`config.mk`:
```
export PLATFORM = sky130hd
export DESIGN_NAME = seq_divider
export DESIGN_NICKNAME = d
export VERILOG_FILES = /design/src/rtl/seq_divider.sv
export SDC_FILE = /design/constraint.sdc
export NUM_CORES = 1
export LEC_CHECK = 0
export ABC_CLOCK_PERIOD_IN_PS = 2460
export CAP_MARGIN = 15
export CORE_MARGIN = 5
export CORE_UTILIZATION = 50
export CTS_CLUSTER_SIZE = 8
export DETAILED_ROUTE_END_ITERATION = 6
export PLACE_DENSITY = 0.77
export SETUP_SLACK_MARGIN = 0.4
export SYNTH_ARGS = -nofsm -noshare
export SYNTH_HDL_FRONTEND = slang
export SYNTH_SLANG_ARGS = --single-unit
export TNS_END_PERCENT = 1
```
`constraint.sdc`:
```
create_clock -name clk -period 2.46 [get_ports clk]
set_input_delay 0.246 -clock clk [delete_from_list [all_inputs] [get_ports clk]]
set_output_delay 0.246 -clock clk [all_outputs]
set_load 0.01 [all_outputs]
```
`src/rtl/seq_divider.sv`:
```
// Multi-cycle unsigned restoring divider behind valid/ready request and response handshakes.
// One trial subtraction per cycle; a zero divisor short-circuits straight to a flagged result.
module seq_divider #(
    parameter int WIDTH = 4
) (
    input  logic             clk,
    input  logic             rst_n,
    input  logic             in_valid,
    output logic             in_ready,
    input  logic [WIDTH-1:0] dividend,
    input  logic [WIDTH-1:0] divisor,
    output logic             out_valid,
    input  logic             out_ready,
    output logic [WIDTH-1:0] quotient,
    output logic [WIDTH-1:0] remainder,
    output logic             div_by_zero
);

    localparam int CNT_W = (WIDTH > 1) ? $clog2(WIDTH) : 1;

    typedef enum logic [1:0] {IDLE, CALC, DONE} state_t;

    state_t             state, state_nxt;
    logic [CNT_W-1:0]   cnt;
    logic [WIDTH-1:0]   rem_p0;
    logic [WIDTH-1:0]   qsh_p0;
    logic [WIDTH-1:0]   dvsr_p0;
    logic [WIDTH:0]     shifted;
    logic [WIDTH:0]     trial;
    logic [WIDTH-1:0]   rem_nxt;
    logic [WIDTH-1:0]   qsh_nxt;
    logic               accept;
    logic               last;

    // Partial remainder minus divisor in WIDTH+1 bits: add inverted divisor with carry-in.
    function automatic logic [WIDTH:0] trial_sub(input logic [WIDTH:0]   a,
                                                 input logic [WIDTH-1:0] b);
        return a + ~{1'b0, b} + {{WIDTH{1'b0}}, 1'b1};
    endfunction

    assign in_ready  = (state == IDLE);
    assign out_valid = (state == DONE);
    assign accept    = in_valid && in_ready;
    assign last      = (cnt == CNT_W'(WIDTH - 1));

    // The restored remainder always stays below the divisor, so only its low
    // WIDTH bits are stored; the extra borrow bit lives in shifted/trial only.
    always_comb begin
        shifted = {rem_p0, qsh_p0[WIDTH-1]};
        trial   = trial_sub(shifted, dvsr_p0);
        if (trial[WIDTH]) begin
            rem_nxt = shifted[WIDTH-1:0];
            qsh_nxt = {qsh_p0[WIDTH-2:0], 1'b0};
        end else begin
            rem_nxt = trial[WIDTH-1:0];
            qsh_nxt = {qsh_p0[WIDTH-2:0], 1'b1};
        end
    end

    always_comb begin
        state_nxt = state;
        case (state)
            IDLE: if (in_valid) state_nxt = (divisor == '0) ? DONE : CALC;
            CALC: if (last) state_nxt = DONE;
            DONE: if (out_ready) state_nxt = IDLE;
            default: state_nxt = IDLE;
        endcase
    end

    always_ff @(posedge clk or negedge rst_n) begin
        if (!rst_n) begin
            state       <= IDLE;
            cnt         <= '0;
            quotient    <= '0;
            remainder   <= '0;
            div_by_zero <= 1'b0;
        end else begin
            state <= state_nxt;
            if (accept) begin
                cnt <= '0;
                if (divisor == '0) begin
                    quotient    <= '1;
                    remainder   <= dividend;
                    div_by_zero <= 1'b1;
                end
            end else if (state == CALC) begin
                cnt <= cnt + CNT_W'(1);
                if (last) begin
                    quotient    <= qsh_nxt;
                    remainder   <= rem_nxt;
                    div_by_zero <= 1'b0;
                end
            end
        end
    end

    // ---- iteration datapath (no reset: always reloaded on accept) ----
    always_ff @(posedge clk) begin
        if (accept) begin
            rem_p0  <= '0;
            qsh_p0  <= dividend;
            dvsr_p0 <= divisor;
        end else if (state == CALC) begin
            rem_p0 <= rem_nxt;
            qsh_p0 <= qsh_nxt;
        end
    end

endmodule

```
After elaboration in Yosys (flattened, before gate mapping)
Cells that the tools add are included.
Storage, ports and cells
  latch bits: 0
  memory bits (read-only): 0
  output and inout bits: 11
  bits in writable memories: 0
  flip-flop bits (word level): 25
  memories kept: 0
Operators by class
  order comparisons: 0
  multipliers: 0
  shift operators: 0
  equal/unequal tests: 7
  add/sub/neg operators: 3
  bitwise gates (word level): 1
  div/mod/pow operators: 0
  reduce and logical (&&, ||, !) cells: 7
  multiplexer cells: 23
Operator list (count)
  4-bit two-way mux: 11
  2-bit two-way mux: 6
  2-bit case mux with 3 select lines: 1
  3-bit AND reduction: 2
  5-bit by 1-bit adder with 5-bit output, second input constant: 1
  5-bit adder: 1
  1-bit two-way mux: 5
  4-bit inverter with 5-bit output: 1
  2-bit equality test, second input constant: 2
  4-bit zero test: 1
  2-bit by 1-bit != test with 1-bit output, second input constant: 2
  2-bit != test, second input constant: 2
  2-bit nonzero test: 2
  2-bit by 1-bit adder with 2-bit output, second input constant: 1
  2-bit by 1-bit equality test with 1-bit output, second input constant: 1
  2-bit zero test: 1
  1-bit logical AND: 1

Depth between registers and ports, before layout
Gate-level depths: netlist (run 1).
  depth after elaboration: 7
  depth in mapped cells: 9
  gate-level depth less buffers: 9

Least setup slack after synthesis (run 1)
OpenSTA, ideal clock, no wires.
  path kind: flip-flop to flip-flop
  start point: register qsh_p0[3]
  end point: register remainder[0]
  setup slack: 0.430 ns
  stages on the path, launching flop included: 10
  data arrival time: 1.956 ns
  path buffers: 0
  cells stage by stage: edfxtp_1 inv_1 ha_1 inv_1 fa_1 a21o_1 a21oi_2 xnor2_2 mux2_4 a21oi_2
On the way
  longest elaborated chain between the ends: 6
Ends and longest elaborated chain
  from (decl): line 26  | logic [WIDTH-1:0] qsh_p0;
  from (signal assigned): line 101  | qsh_p0 <= dividend;
  from (signal assigned): line 105  | qsh_p0 <= qsh_nxt;
  5-bit adder: line 38  | return a + ~{1'b0, b} + {{WIDTH{1'b0}}, 1'b1};
  5-bit by 1-bit adder with 5-bit output: line 38
  4-bit two-way mux (*): line 51  | if (trial[WIDTH]) begin
  4-bit two-way mux (*): line 88  | if (last) begin
  4-bit two-way mux (*): line 86  | end else if (state == CALC) begin
  4-bit two-way mux (*): line 79  | if (accept) begin
  to (signal assigned): line 83  | remainder <= dividend;
  to (signal assigned): line 90  | remainder <= rem_nxt;
  to (decl): line 15  | output logic [WIDTH-1:0] remainder,
Every way passes the cells marked *; elsewhere a longest branch is shown, timed or not. The select of a mux whose other input is x is not followed.
A chain may end at the register's enable or synchronous reset.

Worst setup path in the final report (run 1)
Same ends and word-level chain as after synthesis.

==> results of run 1 <==
[final timing paths]
kind / start / endpoint
worst max-delay path: qsh_p0[3] / remainder[0]
worst min-delay path: rst_n / remainder[1]
worst max register to register: qsh_p0[3] / remainder[0]
worst min register to register: rem_p0[2] / rem_p0[2]
max in group asynchronous: rst_n / quotient[3]
min in group clk: rem_p0[2] / rem_p0[2]
[metrics by stage]
step	hold slack [ns]	utilization (%)
floorplan	-0.0496	-
global placement	0.465	64.7
global route	0.328	67.3
finish	0.284	67.3
CTS	0.309	67.2
detailed placement	0.480	64.7
[layout by cell type, fill, tap and decap left out, types with 2 or more instances in the layout]
master / Yosys / routed
a31oi_1: 2 / 2
inv_2: 1 / 2
nand2_1: 24 / 24
ha_1: 5 / 5
nor2b_1: 2 / 2
xor2_1: 2 / 2
dfxtp_1: 4 / 4
edfxtp_1: 8 / 8
or3_1: 3 / 3
nand2b_1: 4 / 4
inv_1: 6 / 5
a21oi_2: 3 / 2
dfrtp_1: 13 / 13
o22a_1: 3 / 3
nor2_1: 2 / 2
o21ai_0: 7 / 5
a21oi_1: 5 / 5
clkdlybuf4s50_1: 0 / 22
o21ai_1: 0 / 2
clkbuf_4: 0 / 3
buf_4: 0 / 2
[layer usage]
layer  track usage, %  vias to the layer above  share of wire, %
li1                 -                      437                 -
met1             21.6                      432                43
met2             27.0                       38                49
met3             2.85                        8               5.6
met4             6.80                        0               1.6
met5                0                        -                 0
[logic make-up (layout without fill, tap and decap cells)]
family | after synthesis | after routing
multiplexers | 3 | 3
flip-flops | 25 | 25
AND/OR/NAND/NOR | 40 | 40
AO/OA/AOI/OAI | 25 | 25
buffers and inverters | 7 | 35
adder cells (fa/ha/maj) | 6 | 6
XOR/XNOR | 3 | 3
[state kept, by name, indices dropped and copies added, names as in the netlist]
| name | count |
|---|---|
| remainder | 4 |
| qsh_p0 | 4 |
| cnt | 2 |
| rem_p0 | 4 |
| state | 2 |
| dvsr_p0 | 4 |
| div_by_zero | 1 |
| quotient | 4 |
[critical path, delay by kind of cell (launching register included)]
family          cells  cell delay (ns)
flops               1             0.40
compound gates      3             0.53
mux                 1             0.35
fa+ha+maj           2             0.50
buf+inv             2             0.12
xor+xnor            1             0.18
[final cells by class]
| cell class | instances | area (um^2) |
|---|---|---|
| Clock buffer | 4 | 26.3 |
| Fill cell | 199 | 729 |
| Inverter | 7 | 26.3 |
| Multi-Input combinational cell | 77 | 536 |
| Sequential cell | 25 | 646 |
| Tap cell | 28 | 35.0 |
| Timing Repair Buffer | 24 | 235 |
[timing repair]
| item | CTS | global route |
|---|---|---|
| endpoints found under the setup margin | 7 | 9 |
| setup buffers | 1 | 0 |
| gates resized for setup | 4 | 3 |
| pin swaps | 2 | 5 |
[power by group through the flow]
stage	combinational (mW)	clock (mW)	sequential (mW)
floorplan	0.625	0	0.779
finish	1.10	0.180	0.783
CTS	1.08	0.183	0.778
global placement	0.974	0	0.772
global route	1.20	0.204	0.806
detailed placement	1.00	0	0.777
==> results.sh, run 1 <==
export IMPL_setup_viol=0
export IMPL_synth_seq_area_share_pct=54.6
export IMPL_post_route_cell_area_mm2=0.00150
export IMPL_async_reset_ff_share_pct=52.0
export IMPL_p_leak_nw=0.647
export IMPL_p_switching_mw=0.807
export IMPL_fin_crit_sh_pct=86.3
export IMPL_dr_total_vias=915
export IMPL_p_comb_share_pct=53.3
export IMPL_synth_area_mm2=0.00118
export IMPL_area_growth_pct=27.2
export IMPL_r2r_cells=9
export IMPL_crit_required_ns=2.72
export IMPL_io_buffers=22
export IMPL_pwr_share_seq_pct=38.0
export IMPL_core_mm2=0.00223
export IMPL_synth_top_family_by_area="simple AND/OR/NAND/NOR gates"
export IMPL_numClockSinks=25
export IMPL_start_kind="flip-flop"
export IMPL_die_x_um=58.6
export IMPL_antenna_found_initial=0
export IMPL_totalWireLength_um=2560
export IMPL_slowest_stage="edfxtp_1"
export IMPL_path_class="reg -> reg"
export IMPL_final_setup_tns_ns=0
export IMPL_rsz0062_at_grt="yes"
export IMPL_syn_avg_cell_area_um2=10.8
export IMPL_critPathMaxFanout=6
export IMPL_status="complete, no violations"
export IMPL_fp_dieH_um=58.6
export IMPL_grt_pass1_vias=953
export IMPL_yosysTopAreaCellShare_pct=27.5
export IMPL_powerDensity_mw_per_mm2=1370
export IMPL_cts_htree_levels=1
export IMPL_place_gp_congestion=0.846
export IMPL_maxSlewHeadroom_pct=61.3
export IMPL_grt_max_degree=14
export IMPL_ys_flop_type="dfrtp_1"
export IMPL_rows=17
export IMPL_synth_adder_area_share_pct=6.98
export IMPL_vias_per_cell=5.55
export IMPL_synth_net_count=127
export IMPL_dp_slack_ns=0.294
export IMPL_hpwl_um=2000
export IMPL_synthTopCellsByArea="dfrtp_1 28%, edfxtp_1 20%, nand2_1 7.6%"
export IMPL_hp_class="in -> async"
export IMPL_cts_root_buf="clkbuf_4"
export IMPL_grt_overflow=0
export IMPL_synthSimpleGateAreaFrac_pct=16.2
export IMPL_clock_latency_ns=0.31
export IMPL_clk_path_buf_depth=2
export IMPL_cts_buffers=3
export IMPL_worst_r2r_setup_slack_ns=0.34
export IMPL_synth_xor_xnor_area_share_pct=2.86
export IMPL_final_min_clock_period_ns=2.12
export IMPL_p_int_mw=1.25
export IMPL_synth_area_mux_share_pct=2.96
export IMPL_maxCapViolCount=0
export IMPL_n_antenna_cell=0
export IMPL_skew_ns=0.00735
export IMPL_final_cells=165
export IMPL_drive_above_1_share_pct=13.1
export IMPL_path_clk_slew_ns=0.13
export IMPL_die_area_mm2=0.00344
export IMPL_hold_viol_final=0
export IMPL_worst_ep_arrival_time_ns=2.38
export IMPL_ys_warnings_count=0
export IMPL_first_pass_iters=5
export IMPL_synth_top_cell_by_area="dfrtp_1"
export IMPL_path_cells="inv_2, ha_1, inv_1, fa_2, a21o_1, a21oi_4, xnor2_4, mux2_4, a21oi_2"
export IMPL_fmax_mhz=471
export IMPL_drtIter0Drc=34
export IMPL_ys_top_cells_by_count="24 x nand2_1, 13 x dfrtp_1, 8 x edfxtp_1, 7 x o21ai_0, 6 x inv_1"
export IMPL_place_inst=160
export IMPL_grt_usage_pct=16.5
export IMPL_pin_count=23
export IMPL_slowest_delay_ns=0.40
export IMPL_ctsHoldBuffers=0
export IMPL_tritoncts="done"
export IMPL_ys_seq_elements=25
export IMPL_ant_nets=0
export IMPL_grt_pass1_wl_um=4310
export IMPL_setup_slack_ns=0.338
export IMPL_p_total_mw=2.06
export IMPL_synth_edf_count=8
export IMPL_syn_inst=109
export IMPL_wl_per_cell_um=15.5
export IMPL_drc=0
export IMPL_post_dp_cell_area_mm2=0.00145
export IMPL_nets=156
export IMPL_tightestPinTransition_ns=0.579
export IMPL_synthDistinctLibCells=31
export IMPL_synth_compound_area_share_pct=14.2
export IMPL_p_sw_share_pct=39.1
export IMPL_endpoint_kind="flip-flop"
export IMPL_vdd_drop_max_v=0.000793
export IMPL_clock_power_share_pct=8.7
export IMPL_final_max_slew_viol_count=0
export IMPL_yosysMostFrequentCell="nand2_1"
export IMPL_start_util_pct=52.9
Note: power is estimated with default switching activity, not from simulation.
==> inputs of run 2 (changes only) <==
- ABC_CLOCK_PERIOD_IN_PS: 2460 -> 2700
- clock period: 2.46 -> 2.7 ns (I/O delays scaled with it)
==> run 2 against run 1 <==
Routed wire length is 0.35% higher. Count of clock-buffer cells in the layout unchanged. Power is 13% lower. First-iteration DRC count down 32%. Critical path type unchanged. Critical endpoint is now remainder[2]. Largest power group unchanged. Highest routed layer unchanged.
==> results.sh, run 2 (synthesis gave the netlist of run 1 again) <==
export IMPL_hp_class="in -> async"
export IMPL_antenna_found_initial=0
export IMPL_final_min_clock_period_ns=2.17
export IMPL_die_x_um=58.6
export IMPL_skew_ns=0.00703
export IMPL_area_growth_pct=24.8
export IMPL_cts_htree_levels=1
export IMPL_hpwl_um=2000
export IMPL_hold_slack_ns=0.306
export IMPL_tightestPinTransition_ns=0.580
export IMPL_worst_ep_arrival_time_ns=2.38
export IMPL_grt_max_degree=14
export IMPL_grt_pass1_vias=934
export IMPL_grt_overflow=0
export IMPL_die_area_mm2=0.00344
export IMPL_grt_pass1_wl_um=4270
export IMPL_setup_viol=0
export IMPL_cts_root_buf="clkbuf_4"
export IMPL_core_mm2=0.00223
export IMPL_numClockSinks=25
export IMPL_final_max_slew_viol_count=0
export IMPL_path_clk_slew_ns=0.13
export IMPL_endpoint_kind="flip-flop"
export IMPL_tritoncts="done"
export IMPL_start_kind="flip-flop"
export IMPL_start_util_pct=52.9
export IMPL_rsz0062_at_grt="no"
export IMPL_critPathMaxFanout=7
export IMPL_p_leak_nw=0.641
export IMPL_nets=155
export IMPL_drive_above_1_share_pct=11.0
export IMPL_final_cell_mix="24 x nand2_1, 22 x clkdlybuf4s50_1, 13 x dfrtp_1"
export IMPL_final_setup_tns_ns=0
export IMPL_ant_nets=0
export IMPL_maxSlewHeadroom_pct=61.2
export IMPL_vias_per_cell=5.55
export IMPL_fmax_mhz=461
export IMPL_wl_per_cell_um=15.7
export IMPL_hold_viol_final=0
export IMPL_cts_buffers=3
export IMPL_totalWireLength_um=2570
export IMPL_crit_required_ns=2.91
export IMPL_fillCellCount=200
export IMPL_fin_crit_sh_pct=80.4
export IMPL_n_antenna_cell=0
export IMPL_r2r_cells=9
export IMPL_io_buffers=22
export IMPL_first_pass_iters=4
export IMPL_powerDensity_mw_per_mm2=1220
export IMPL_maxCapViolCount=0
export IMPL_status="complete, no violations"
export IMPL_drtIter0Drc=23
export IMPL_drc=0
export IMPL_clk_path_buf_depth=2
export IMPL_grt_usage_pct=16.3
export IMPL_postCtsSetupBuffers=0
export IMPL_fp_dieH_um=58.6
export IMPL_pin_count=23
export IMPL_place_gp_congestion=0.847
export IMPL_dr_total_vias=911
export IMPL_clock_latency_ns=0.31
export IMPL_vdd_drop_max_v=0.000715
export IMPL_final_util_pct=66.1
export IMPL_path_class="reg -> reg"
export IMPL_final_common_cell="nand2_1"
export IMPL_rows=17
-- run 2: cell count changes in the layout (fill, tap and decap cells not counted), sizes merged --
cell and change:
buf -1
-- run 2: where the power goes --
part,switching (mW),internal [mW]
Combinational,0.477,0.451
Sequential,0.125,0.584
Clock,0.107,0.0577
Total,0.709,1.09
-- run 2: stage by stage --
step / std cells / cell area, um^2 / setup slack [ns] / power [mW]
finish: 164 / 1480 / 0.530 / 1.80
global placement: 160 / 1450 / 0.573 / 1.59
global route: 164 / 1480 / 0.404 / 1.93
detailed placement: 160 / 1450 / 0.534 / 1.62
floorplan: 109 / 1180 / 0.670 / 1.28
CTS: 164 / 1470 / 0.511 / 1.79
-- run 2: timing repair --
item,in CTS,in global routing
endpoints found under the setup margin,0,2
hold endpoints to repair,0,0
gates resized for setup,0,1
hold buffers,0,0
-- run 2: path summary, 6_finish.rpt --
path | from | endpoint | slack (ns)
setup / recovery | qsh_p0[3] | remainder[2] | 0.53
hold / removal | rst_n | remainder[1] | 0.31
setup reg to reg | qsh_p0[3] | remainder[2] | 0.53
hold reg to reg | rem_p0[2] | rem_p0[2] | 0.50
max in group asynchronous | rst_n | quotient[3] | 2.01
min in group clk | rem_p0[2] | rem_p0[2] | 0.50
-- run 2: area by class of cell --
| type | count | area, um^2 | share of cell area, % |
|---|---|---|---|
| clock buffers | 4 | 26.3 | 1.78 |
| inverters | 7 | 26.3 | 1.78 |
| multi-input cells | 77 | 514 | 34.9 |
| flip-flops and latches | 25 | 646 | 43.8 |
| well taps | 28 | 35.0 | 2.37 |
| repair buffers | 23 | 228 | 15.4 |
-- run 2: critical path, cell delays in order (launching register included) --
cell      delay (ns)
edfxtp_1        0.38
inv_1           0.08
ha_1            0.15
inv_1           0.05
fa_1            0.40
a21o_1          0.18
a21oi_2         0.17
xnor2_2         0.23
mux2i_2         0.31
o21ai_0         0.12
-- run 2: routing by layer --
layer | wire length [um] | share of wire [%] | up-vias | GRT usage (%)
li1 | - | - | 435 | -
met1 | 1130 | 44 | 429 | 21.6
met2 | 1270 | 49 | 38 | 26.5
met3 | 129 | 5.0 | 9 | 2.85
met4 | 50 | 1.9 | 0 | 6.80
met5 | 0 | 0 | - | 0
==> inputs of run 3 (changes only) <==
- ABC_CLOCK_PERIOD_IN_PS: 2700 -> 2100
- clock period: 2.7 -> 2.1 ns (I/O delays scaled with it)
==> run 3 against run 2 <==
Sequential power increased by 30%. First-iteration DRC count decreased by 52%. Power increased by 47%. Cell count increased by 3.0%. Worst setup slack got worse by 0.51 ns. Via count increased by 0.11%. Flip-flop and latch count unchanged. Routed wire length increased by 3.4%. Clock power increased by 36%. Final area increased by 7.5%. Global-route usage increased by 1.2 points. Combinational power increased by 61%.
==> results.sh, run 3 (synthesis gave the netlist of run 1 again) <==
export IMPL_rsz0062_at_grt="yes"
export IMPL_hold_viol_final=0
export IMPL_start_util_pct=52.9
export IMPL_setup_viol=0
export IMPL_final_common_cell="nand2_1"
export IMPL_final_min_clock_period_ns=2.08
export IMPL_fillCellCount=170
export IMPL_drtIter0Drc=11
export IMPL_die_x_um=58.6
export IMPL_tightestPinTransition_ns=0.607
export IMPL_core_mm2=0.00223
export IMPL_io_buffers=22
export IMPL_path_clk_slew_ns=0.15
export IMPL_start_kind="flip-flop"
export IMPL_tritoncts="done"
export IMPL_worst_ep_arrival_time_ns=2.36
export IMPL_cts_htree_levels=1
export IMPL_grt_overflow=0
export IMPL_slowest_stage="edfxtp_1"
export IMPL_clk_path_buf_depth=2
export IMPL_status="complete, no violations"
export IMPL_cts_root_buf="clkbuf_4"
export IMPL_hold_slack_ns=0.235
export IMPL_ant_nets=0
export IMPL_p_sw_share_pct=39.5
export IMPL_fp_dieH_um=58.6
export IMPL_hpwl_um=2020
export IMPL_p_leak_nw=0.679
export IMPL_final_cell_mix="22 x nand2_1, 21 x clkdlybuf4s50_1, 13 x dfrtp_1"
export IMPL_wl_per_cell_um=15.7
export IMPL_powerDensity_mw_per_mm2=1660
export IMPL_drive_above_1_share_pct=21.3
export IMPL_numClockSinks=25
export IMPL_rows=17
export IMPL_grt_usage_pct=17.5
export IMPL_die_area_mm2=0.00344
export IMPL_nets=160
export IMPL_p_total_mw=2.64
export IMPL_endpoint_kind="flip-flop"
export IMPL_grt_max_degree=16
export IMPL_critPathMaxFanout=5
export IMPL_path_class="reg -> reg"
export IMPL_vias_per_cell=5.40
export IMPL_clock_latency_ns=0.33
export IMPL_final_cells=169
export IMPL_antenna_found_initial=0
export IMPL_drc=0
export IMPL_fmax_mhz=481
export IMPL_fin_crit_sh_pct=98.9
export IMPL_maxSlewHeadroom_pct=59.4
export IMPL_p_comb_share_pct=56.5
export IMPL_cpMostUsedCell="inv_2"
export IMPL_path_cells="inv_2, ha_4, inv_2, fa_2, a21o_1, a21oi_4, xnor2_4, mux2_4, a21oi_2"
export IMPL_r2r_end="remainder[0]"
export IMPL_skew_ns=0.0141
export IMPL_crit_required_ns=2.38
export IMPL_slowest_delay_ns=0.40
export IMPL_cts_buffers=3
export IMPL_r2r_cells=9
export IMPL_rr_startpoint="qsh_p0[3]"
export IMPL_vdd_drop_max_v=0.00112
export IMPL_p_int_mw=1.60
export IMPL_place_gp_congestion=0.827
export IMPL_pin_count=23
export IMPL_pwr_share_seq_pct=35.0
export IMPL_place_inst=161
export IMPL_area_growth_pct=34.2
export IMPL_totalWireLength_um=2660
export IMPL_p_switching_mw=1.04
export IMPL_hp_class="in -> async"
export IMPL_final_max_slew_viol_count=0
export IMPL_grt_pass1_wl_um=4510
export IMPL_dr_total_vias=912
export IMPL_clock_power_share_pct=8.5
export IMPL_final_setup_tns_ns=0
export IMPL_final_util_pct=71.0
export IMPL_maxCapViolCount=0
export IMPL_worst_r2r_setup_slack_ns=0.02
export IMPL_grt_pass1_vias=945
export IMPL_n_antenna_cell=0
export IMPL_first_pass_iters=4
export IMPL_ctsHoldBuffers=0
run 3: cell count changes in the layout (fill, tap and decap cells not counted), moves of 2 or more:
cell,before,now
o21ai_0,7,5
inv_2,1,3
inv_1,6,4
a31oi_2,0,2
buf_4,1,5
nand2_1,24,22
o21ai_1,0,2
a31oi_1,2,0
nand2_2,1,3
run 3: what timing repair did:
action                                  in CTS  in global routing
pin swaps                                   12                  6
buffers inserted                             3                  1
gates cloned                                 0                  0
endpoints found under the setup margin      12                 14
resized for setup                           13                  4
endpoints found under the hold margin        0                  0
run 3: power by group through the flow:
stage	registers, mW	clock network [mW]	logic (mW)
after floorplan	0.913	0	0.735
after global placement	0.902	0	1.16
after detailed placement	0.910	0	1.20
after CTS	0.919	0.224	1.40
after global routing	0.951	0.248	1.62
final	0.923	0.225	1.49
run 3: per-layer routing:
| metal | up-vias | wire [um] | GRT usage, % |
|---|---|---|---|
| met5 | - | 0 | 0 |
| met4 | 0 | 39 | 5.83 |
| met3 | 5 | 107 | 3.51 |
| met2 | 23 | 1320 | 29.3 |
| met1 | 439 | 1190 | 22.7 |
| li1 | 445 | - | - |
run 3: stage by stage:
step           area [um^2]  setup WS [ns]
6_report              1590         0.0229
5_1_grt               1590        -0.0546
4_1_cts               1560        -0.0272
3_5_place_dp          1460        -0.0760
3_3_place_gp          1460        0.00684
2_1_floorplan         1180          0.126
run 3: worst max-delay path, delay by kind of cell (launching register included):
| family | cells | cell delay (ns) |
|---|---|---|
| DFF | 1 | 0.40 |
| muxes | 1 | 0.35 |
| AOI/OAI and AO/OA | 3 | 0.49 |
| xor gates and xnor gates | 1 | 0.19 |
| buffers and inverters | 2 | 0.12 |
| adders and majority gates | 2 | 0.46 |
run 3: how the worst max path moves through the flow:
stage / cells after the start / startpoint / to
after detailed placement: 9 / qsh_p0[3] / remainder[2]
final: 9 / qsh_p0[3] / remainder[0]
after global placement: 9 / qsh_p0[3] / remainder[2]
after floorplan: 9 / qsh_p0[3] / remainder[0]
after global routing: 9 / qsh_p0[3] / remainder[0]
after CTS: 9 / qsh_p0[3] / remainder[2]
run 3: final cells by class:
cell class | count | area (um^2) | area share (%)
Clock buffer | 3 | 22.5 | 1.42
Clock inverter | 1 | 7.51 | 0.473
Inverter | 7 | 26.3 | 1.66
Multi-Input combinational cell | 77 | 582 | 36.7
Sequential cell | 25 | 646 | 40.7
Tap cell | 28 | 35.0 | 2.21
Timing Repair Buffer | 28 | 268 | 16.9
